===== src/rtl/elevator_scheduler_if.sv =====
// Request/status bundle between the button/lamp logic, the scheduler and the
// floor/door display blocks. The master side drives buttons and timing.
interface elevator_scheduler_if #(
    parameter int FLOORS = 6
);
    localparam int FW = $clog2(FLOORS);

    logic              tick;
    logic [FLOORS-1:0] req_up;
    logic [FLOORS-1:0] req_down;
    logic [FLOORS-1:0] req_cab;
    logic              door_hold;
    logic [FLOORS-1:0] pending_up;
    logic [FLOORS-1:0] pending_down;
    logic [FLOORS-1:0] pending_cab;
    logic [FW-1:0]     floor_idx;
    logic [FLOORS-1:0] floor_onehot;
    logic [1:0]        dir;
    logic              door_open;
    logic              moving;

    modport master (
        output tick, req_up, req_down, req_cab, door_hold,
        input  pending_up, pending_down, pending_cab, floor_idx, floor_onehot,
               dir, door_open, moving
    );

    modport slave (
        input  tick, req_up, req_down, req_cab, door_hold,
        output pending_up, pending_down, pending_cab, floor_idx, floor_onehot,
               dir, door_open, moving
    );
endinterface


===== src/rtl/elevator_scheduler.sv =====
// Single-car SCAN elevator scheduler: latches hall/cab calls, sweeps in one
// direction while calls remain ahead, and runs a timed door cycle per stop.
module elevator_scheduler #(
    parameter int FLOORS     = 6,
    parameter int MOVE_TICKS = 2,
    parameter int DOOR_TICKS = 3
) (
    input logic                 clock,
    input logic                 reset_n,
    elevator_scheduler_if.slave bus
);
    localparam int FW = $clog2(FLOORS);
    localparam int MW = $clog2(MOVE_TICKS + 1);
    localparam int DW = $clog2(DOOR_TICKS + 1);
    localparam logic [FLOORS-1:0] ONE       = FLOORS'(1);
    localparam logic [FLOORS-1:0] UP_MASK   = ~(ONE << (FLOORS - 1));
    localparam logic [FLOORS-1:0] DOWN_MASK = ~ONE;
    localparam logic [1:0] DIR_IDLE = 2'b00;
    localparam logic [1:0] DIR_UP   = 2'b01;
    localparam logic [1:0] DIR_DOWN = 2'b10;

    typedef enum logic [1:0] {IDLE, MOVE, DOOR} state_t;

    state_t            state, state_n;
    logic [1:0]        dir, dir_n;
    logic [FW-1:0]     floor_q, floor_n, nf;
    logic [FLOORS-1:0] floor_oh, nf_oh;
    logic [MW-1:0]     move_cnt, move_cnt_n;
    logic [DW-1:0]     door_cnt, door_cnt_n;
    logic [FLOORS-1:0] pending_up, pending_down, pending_cab;
    logic [FLOORS-1:0] rup, rdn, rcab, here_mask;
    logic [FLOORS-1:0] p_up, p_dn, p_cab, p_all;
    logic [FLOORS-1:0] clr_up, clr_dn, clr_cab;
    logic              absorb, up_ahead, dn_ahead, nf_beyond;

    function automatic logic any_above(input logic [FLOORS-1:0] v, input logic [FW-1:0] f);
        logic r;
        r = 1'b0;
        for (int i = 0; i < FLOORS; i++)
            if (i > int'(f) && v[i]) r = 1'b1;
        return r;
    endfunction

    function automatic logic any_below(input logic [FLOORS-1:0] v, input logic [FW-1:0] f);
        logic r;
        r = 1'b0;
        for (int i = 0; i < FLOORS; i++)
            if (i < int'(f) && v[i]) r = 1'b1;
        return r;
    endfunction

    function automatic logic beyond(input logic [FLOORS-1:0] v, input logic [FW-1:0] f,
                                    input logic [1:0] d);
        if (d == DIR_UP)   return any_above(v, f);
        if (d == DIR_DOWN) return any_below(v, f);
        return 1'b0;
    endfunction

    // Saturating one-floor step; the ends never wrap.
    function automatic logic [FW-1:0] step_floor(input logic [FW-1:0] f, input logic [1:0] d);
        if (d == DIR_UP && int'(f) < FLOORS - 1) return f + 1'b1;
        if (d == DIR_DOWN && f != '0)            return f - 1'b1;
        return f;
    endfunction

    // Next-state, sweep decisions and per-stop clear masks.
    always_comb begin
        rup        = bus.req_up & UP_MASK;
        rdn        = bus.req_down & DOWN_MASK;
        rcab       = bus.req_cab;
        // With the car parked or the door open, a call at this floor is served
        // on the spot instead of being queued.
        here_mask  = (state == MOVE) ? '0 : floor_oh;
        absorb     = |((rup | rdn | rcab) & here_mask);
        p_up       = pending_up   | (rup  & ~here_mask);
        p_dn       = pending_down | (rdn  & ~here_mask);
        p_cab      = pending_cab  | (rcab & ~here_mask);
        p_all      = p_up | p_dn | p_cab;
        up_ahead   = any_above(p_all, floor_q);
        dn_ahead   = any_below(p_all, floor_q);
        nf         = step_floor(floor_q, dir);
        nf_oh      = ONE << nf;
        nf_beyond  = beyond(p_all, nf, dir);
        state_n    = state;
        dir_n      = dir;
        floor_n    = floor_q;
        move_cnt_n = move_cnt;
        door_cnt_n = door_cnt;
        clr_up     = '0;
        clr_dn     = '0;
        clr_cab    = '0;
        case (state)
            IDLE: begin
                if (absorb || |(p_all & floor_oh)) begin
                    state_n    = DOOR;
                    door_cnt_n = DW'(DOOR_TICKS);
                    clr_up     = floor_oh;
                    clr_dn     = floor_oh;
                    clr_cab    = floor_oh;
                end else if (up_ahead) begin
                    dir_n      = DIR_UP;
                    state_n    = MOVE;
                    move_cnt_n = '0;
                end else if (dn_ahead) begin
                    dir_n      = DIR_DOWN;
                    state_n    = MOVE;
                    move_cnt_n = '0;
                end
            end
            MOVE: begin
                if (bus.tick) begin
                    if (move_cnt == MW'(MOVE_TICKS - 1)) begin
                        move_cnt_n = '0;
                        floor_n    = nf;
                        // Nothing left ahead also covers arriving at an end floor.
                        if (|(p_cab & nf_oh) || (dir == DIR_UP && |(p_up & nf_oh)) ||
                            (dir == DIR_DOWN && |(p_dn & nf_oh)) || !nf_beyond) begin
                            state_n    = DOOR;
                            door_cnt_n = DW'(DOOR_TICKS);
                            clr_cab    = nf_oh;
                            if (dir == DIR_UP || !nf_beyond)   clr_up = nf_oh;
                            if (dir == DIR_DOWN || !nf_beyond) clr_dn = nf_oh;
                        end
                    end else begin
                        move_cnt_n = move_cnt + 1'b1;
                    end
                end
            end
            DOOR: begin
                if (bus.door_hold || absorb) begin
                    door_cnt_n = DW'(DOOR_TICKS);
                end else if (bus.tick) begin
                    if (door_cnt > DW'(1)) begin
                        door_cnt_n = door_cnt - 1'b1;
                    end else begin
                        door_cnt_n = '0;
                        move_cnt_n = '0;
                        if (dir == DIR_UP && up_ahead) begin
                            state_n = MOVE;
                        end else if (dir == DIR_DOWN && dn_ahead) begin
                            state_n = MOVE;
                        end else if (dir == DIR_UP && dn_ahead) begin
                            // Turning around: a waiting down call here is served by this stop.
                            dir_n = DIR_DOWN;
                            if (|(p_dn & floor_oh)) begin
                                clr_dn     = floor_oh;
                                door_cnt_n = DW'(DOOR_TICKS);
                            end else begin
                                state_n = MOVE;
                            end
                        end else if (dir == DIR_DOWN && up_ahead) begin
                            dir_n = DIR_UP;
                            if (|(p_up & floor_oh)) begin
                                clr_up     = floor_oh;
                                door_cnt_n = DW'(DOOR_TICKS);
                            end else begin
                                state_n = MOVE;
                            end
                        end else if (dir == DIR_IDLE && up_ahead) begin
                            dir_n   = DIR_UP;
                            state_n = MOVE;
                        end else if (dir == DIR_IDLE && dn_ahead) begin
                            dir_n   = DIR_DOWN;
                            state_n = MOVE;
                        end else begin
                            dir_n   = DIR_IDLE;
                            state_n = IDLE;
                        end
                    end
                end
            end
            default: begin
                state_n = IDLE;
                dir_n   = DIR_IDLE;
            end
        endcase
    end

    // State, position, timers and call queues; a new call beats a same-cycle clear.
    always_ff @(posedge clock or negedge reset_n) begin
        if (!reset_n) begin
            state        <= IDLE;
            dir          <= DIR_IDLE;
            floor_q      <= '0;
            floor_oh     <= ONE;
            move_cnt     <= '0;
            door_cnt     <= '0;
            pending_up   <= '0;
            pending_down <= '0;
            pending_cab  <= '0;
        end else begin
            state        <= state_n;
            dir          <= dir_n;
            floor_q      <= floor_n;
            floor_oh     <= ONE << floor_n;
            move_cnt     <= move_cnt_n;
            door_cnt     <= door_cnt_n;
            pending_up   <= (pending_up   & ~clr_up)  | (rup  & ~here_mask);
            pending_down <= (pending_down & ~clr_dn)  | (rdn  & ~here_mask);
            pending_cab  <= (pending_cab  & ~clr_cab) | (rcab & ~here_mask);
        end
    end

    assign bus.pending_up   = pending_up;
    assign bus.pending_down = pending_down;
    assign bus.pending_cab  = pending_cab;
    assign bus.floor_idx    = floor_q;
    assign bus.floor_onehot = floor_oh;
    assign bus.dir          = dir;
    assign bus.door_open    = (state == DOOR);
    assign bus.moving       = (state == MOVE);
endmodule


===== src/flat_wrapper.sv =====
// flat-port wrapper written by rule: the top's interface ports become plain ports
module elevator_scheduler_flat 
#(
    parameter int FLOORS     = 6,
    parameter int MOVE_TICKS = 2,
    parameter int DOOR_TICKS = 3
)
  (clock, reset_n, bus_tick, bus_req_up, bus_req_down, bus_req_cab, bus_door_hold, bus_pending_up, bus_pending_down, bus_pending_cab, bus_floor_idx, bus_floor_onehot, bus_dir, bus_door_open, bus_moving);
  elevator_scheduler_if #(.FLOORS(FLOORS)) bus_i ();
  input logic clock;
  input logic reset_n;
  input wire logic [$bits(bus_i.tick)-1:0] bus_tick;
  input wire logic [$bits(bus_i.req_up)-1:0] bus_req_up;
  input wire logic [$bits(bus_i.req_down)-1:0] bus_req_down;
  input wire logic [$bits(bus_i.req_cab)-1:0] bus_req_cab;
  input wire logic [$bits(bus_i.door_hold)-1:0] bus_door_hold;
  output wire logic [$bits(bus_i.pending_up)-1:0] bus_pending_up;
  output wire logic [$bits(bus_i.pending_down)-1:0] bus_pending_down;
  output wire logic [$bits(bus_i.pending_cab)-1:0] bus_pending_cab;
  output wire logic [$bits(bus_i.floor_idx)-1:0] bus_floor_idx;
  output wire logic [$bits(bus_i.floor_onehot)-1:0] bus_floor_onehot;
  output wire logic [$bits(bus_i.dir)-1:0] bus_dir;
  output wire logic [$bits(bus_i.door_open)-1:0] bus_door_open;
  output wire logic [$bits(bus_i.moving)-1:0] bus_moving;
  assign bus_i.tick = bus_tick;
  assign bus_i.req_up = bus_req_up;
  assign bus_i.req_down = bus_req_down;
  assign bus_i.req_cab = bus_req_cab;
  assign bus_i.door_hold = bus_door_hold;
  assign bus_pending_up = bus_i.pending_up;
  assign bus_pending_down = bus_i.pending_down;
  assign bus_pending_cab = bus_i.pending_cab;
  assign bus_floor_idx = bus_i.floor_idx;
  assign bus_floor_onehot = bus_i.floor_onehot;
  assign bus_dir = bus_i.dir;
  assign bus_door_open = bus_i.door_open;
  assign bus_moving = bus_i.moving;
  elevator_scheduler #(.FLOORS(FLOORS), .MOVE_TICKS(MOVE_TICKS), .DOOR_TICKS(DOOR_TICKS)) u_core (.clock(clock), .reset_n(reset_n), .bus(bus_i));
endmodule

===== config.mk =====
export PLATFORM = sky130hd
export DESIGN_NAME = elevator_scheduler_flat
export DESIGN_NICKNAME = d
export VERILOG_FILES = /design/src/rtl/elevator_scheduler_if.sv /design/src/rtl/elevator_scheduler.sv /design/src/flat_wrapper.sv
export SDC_FILE = /design/constraint.sdc
export NUM_CORES = 1
export LEC_CHECK = 0
export BUFFER_PORTS_ARGS = -buffer_cell sky130_fd_sc_hd__buf_2
export CAP_MARGIN = 15
export CORE_ASPECT_RATIO = 0.9
export CORE_MARGIN = 4
export CORE_UTILIZATION = 40
export CTS_CLUSTER_SIZE = 25
export DETAILED_ROUTE_END_ITERATION = 16
export GPL_TIMING_DRIVEN = 0
export MAX_ROUTING_LAYER = met4
export PLACE_DENSITY_LB_ADDON = 0.08
export SETUP_SLACK_MARGIN = 0.15
export SLEW_MARGIN = 5
export SYNTH_ARGS = -nofsm -noshare
export SYNTH_HDL_FRONTEND = slang
export SYNTH_SLANG_ARGS = --single-unit

===== constraint.sdc =====
create_clock -name clock -period 3.5 [get_ports clock]
set_clock_uncertainty 0.15 [all_clocks]
set_input_delay 0.175 -clock clock [delete_from_list [all_inputs] [get_ports clock]]
set_output_delay 0.175 -clock clock [all_outputs]
set_load 0.005 [all_outputs]

==> out/metrics.csv <==
metric,value,unit
run_status,finished clean,
maxCapViolations,0,
tritoncts,yes,
avgSynthCellArea,8.08,um^2
synth_area_leaders,"dfrtp_1 (27%), a21oi_1 (6.2%), nor2_1 (5.4%)",
timing_worst_slew_pin_value,0.843,ns
dp_slack,-0.462,ns
drive_gt1_share,38.3,%
drt_pass1_iterations,7,
grt_use_met2,40.0,%
slew-limit-headroom,43.8,%
clockBufferDepth,2,
path_cells,buf_6 -> clkinvlp_4 -> ha_4 -> nand2b_4 -> mux2_4 -> o221ai_4 -> buf_12 -> buf_6 -> mux2_4 -> o32ai_4 -> nor4_4 -> o211ai_1 -> and2_1 -> buf_6 -> buf_4 -> buf_6 -> or2_4,
route.detailed.drc,0,
r2r-end,u_core.state[1]$_DFFE_PN0P_,
netlist_area,3140,um^2
synthArstFlopShare,100,%
io_pins,53,
synth_commonest_cells,"nor2_1 (45), a21oi_1 (39), dfrtp_1 (34)",
rsz0062_at_grt,true,
cp-endpoint,u_core.state[1]$_DFFE_PN0P_,
die_w,101,um
final_util,58.0,%
seq_area_frac_synth,27.9,%
p_leak,1.77,nW
finalWorstSetupSlack,0.0684,ns
yosysTopAreaCell,dfrtp_1,
synthesis.nets,414,
fmax,0.291,GHz
synthCells,389,
area_delta_synth_final,39.9,%
finalSetupViolations,0,
cp_slowest_stage_delay,0.37,ns
hold_viol,0,
ys_seq_elements,35,
use_met3,5.32,%
placed_area,3510,um^2
end_kind,register,
cts_root_buffer,clkbuf_8,
via_per_inst,6.44,
vias,3779,
grtUsageMet1,37.3,%
ir_drop,222,uV
clkSinkCount,35,
portBuffers,50,
finalMaxSlewViolations,0,
cp_common_cell,buf_6,
start_util,41.5,%
drt_iter0_markers,362,
fin_nets,515,
hold_class,primary input to register,
chipHeight,92.1,um
wl_per_cell,21.6,um
post-synth-top-count-cell,nor2_1,
top_usage_layer,met2,
post-route-period-util,98.0,%
crit_slowest_cell,dfrtp_1,
cts_buffers,5,
grt_usage,27.2,%
antenna_found_initial,0,
fin_area,4400,um^2
cp-startpoint,u_core.bus.floor_idx[1]$_DFF_PN0_,
required,3.55,ns
p_per_area,366,nW/um^2
globalRouteOverflowTotal,0,
holdPathStages,3,
synth.top_cell.area_share,27.1,%
grt_pass1_wl,19400,um
grt_pass1_vias,3586,
num_rows,30,
critical_path_class,register to register,
fin_crit,3.43,ns
grt_max_degree,36,
diodes,0,
synth_edf_count,0,
fillers,679,
path_clk_slew,0.09,ns
start_kind,register,
htreeDepth,2,
gp_congestion,0.922,
r2r_start,u_core.bus.floor_idx[1]$_DFF_PN0_,
drtAntennaViolNets,0,
rr_worst_depth,17,
critical_path.max_fanout,5,
wl,12700,um
arrival,3.48,ns
synth.distinct_cells,72,
dieArea,9350,um^2
dp_hpwl,8740,um
core,7580,um^2
synth_ff_type,dfrtp_1,
ys_warn_count,0,
insertion_delay,0.31,ns
reg2reg_slack,0.07,ns
-- worst min-delay path by stage --
stage	slack, ns	from	to
after floorplan	-0.27	reset_n	u_core.bus.dir[0]$_DFFE_PN0P_
after global placement	0.16	reset_n	u_core.bus.pending_cab[4]$_DFF_PN0_
after detailed placement	0.17	reset_n	u_core.bus.pending_cab[4]$_DFF_PN0_
after CTS	0.02	bus_req_cab[0]	u_core.bus.pending_cab[0]$_DFF_PN0_
after global routing	0.04	bus_req_cab[0]	u_core.bus.pending_cab[0]$_DFF_PN0_
final	0.02	bus_req_cab[0]	u_core.bus.pending_cab[0]$_DFF_PN0_
-- kinds of logic (layout without fill, tap and decap cells) --
| group | after synthesis | in the layout | synth area share, % |
|---|---|---|---|
| flops | 35 | 35 | 27.9 |
| mux | 10 | 10 | 3.74 |
| compound gates | 161 | 161 | 37.6 |
| fa+ha+maj | 3 | 3 | 1.19 |
| buf+inv | 42 | 144 | 6.33 |
| simple gates | 138 | 138 | 23.2 |
-- repair_timing --
action                     4_1_cts  5_1_grt
pin swaps                       20       27
setup endpoints to repair       26       25
resized for setup               42       33
hold buffers                     1        0
hold endpoints to repair        34        0
cloned                           1        0
buffers inserted                27       15
-- layout by cell type (no fill, tap or decap), types with 4 or more instances in the layout --
cell | netlist | routed
and3_1 | 8 | 8
clkbuf_1 | 6 | 6
a21oi_1 | 39 | 33
nand2_1 | 29 | 29
a31oi_1 | 10 | 9
a311oi_2 | 4 | 6
o22ai_1 | 5 | 4
mux2_2 | 6 | 6
a22oi_1 | 4 | 4
buf_6 | 3 | 12
nor4_4 | 1 | 5
o211ai_1 | 5 | 5
nor2_1 | 45 | 43
nand3_1 | 7 | 5
clkbuf_8 | 0 | 5
a211oi_1 | 7 | 5
o21ai_0 | 24 | 23
a21oi_2 | 0 | 5
dfrtp_1 | 34 | 34
nor3_1 | 10 | 8
nand2b_1 | 5 | 5
and2_1 | 7 | 7
nor2b_1 | 5 | 4
a21o_1 | 11 | 11
buf_4 | 2 | 35
a221oi_1 | 7 | 4
inv_1 | 20 | 18
o41ai_1 | 5 | 4
buf_2 | 8 | 55
-- critical path, delay by kind of cell, from the launching register on --
family | cells | cell delay [ns]
compound gates | 3 | 0.48
fa+ha+maj | 1 | 0.19
buf+inv | 7 | 0.83
flops | 1 | 0.37
mux | 2 | 0.49
simple gates | 4 | 0.82
-- layer usage --
metal	wire length, um	up-vias
li1	-	1710
met1	5500	1818
met2	5720	217
met3	1120	34
met4	312	0
met5	0	-
-- flip-flops by register name (all words and copies together), names as in the netlist --
register and flops:
u_core.bus.pending_up 6, u_core.move_cnt 2, u_core.bus.pending_down 6, u_core.bus.floor_idx 3, u_core.bus.dir 2, u_core.state 2
u_core.bus.floor_onehot 6, u_core.door_cnt 2, u_core.bus.pending_cab 6
-- cell type report --
class,instances,area (um^2),area share (%)
plain buffers,20,136,3.10
well taps,96,120,2.73
clock buffers,5,68.8,1.56
inverters,22,90.1,2.05
clock inverters,3,43.8,0.995
multi-input cells,312,2410,54.8
repair buffers,94,653,14.8
flip-flops and latches,35,877,19.9
-- report_power, final --
part	leakage (nW)	total, mW	internal (mW)	switching (mW)
clock network	0.0581	0.389	0.212	0.177
registers	0.384	0.432	0.416	0.0157
logic	1.33	0.791	0.397	0.394
-- through the flow --
stage                     hold WS, ns  setup TNS [ns]  power [mW]  std cells
after global routing           0.0390         -0.0256        1.67        587
after detailed placement        0.174           -5.87       0.912        535
final                          0.0177               0        1.61        587
after CTS                      0.0224               0        1.48        572
after floorplan                -0.271               0       0.776        389
after global placement          0.163           -5.50       0.906        535
No activity file was read; power rests on OpenSTA's default activity.
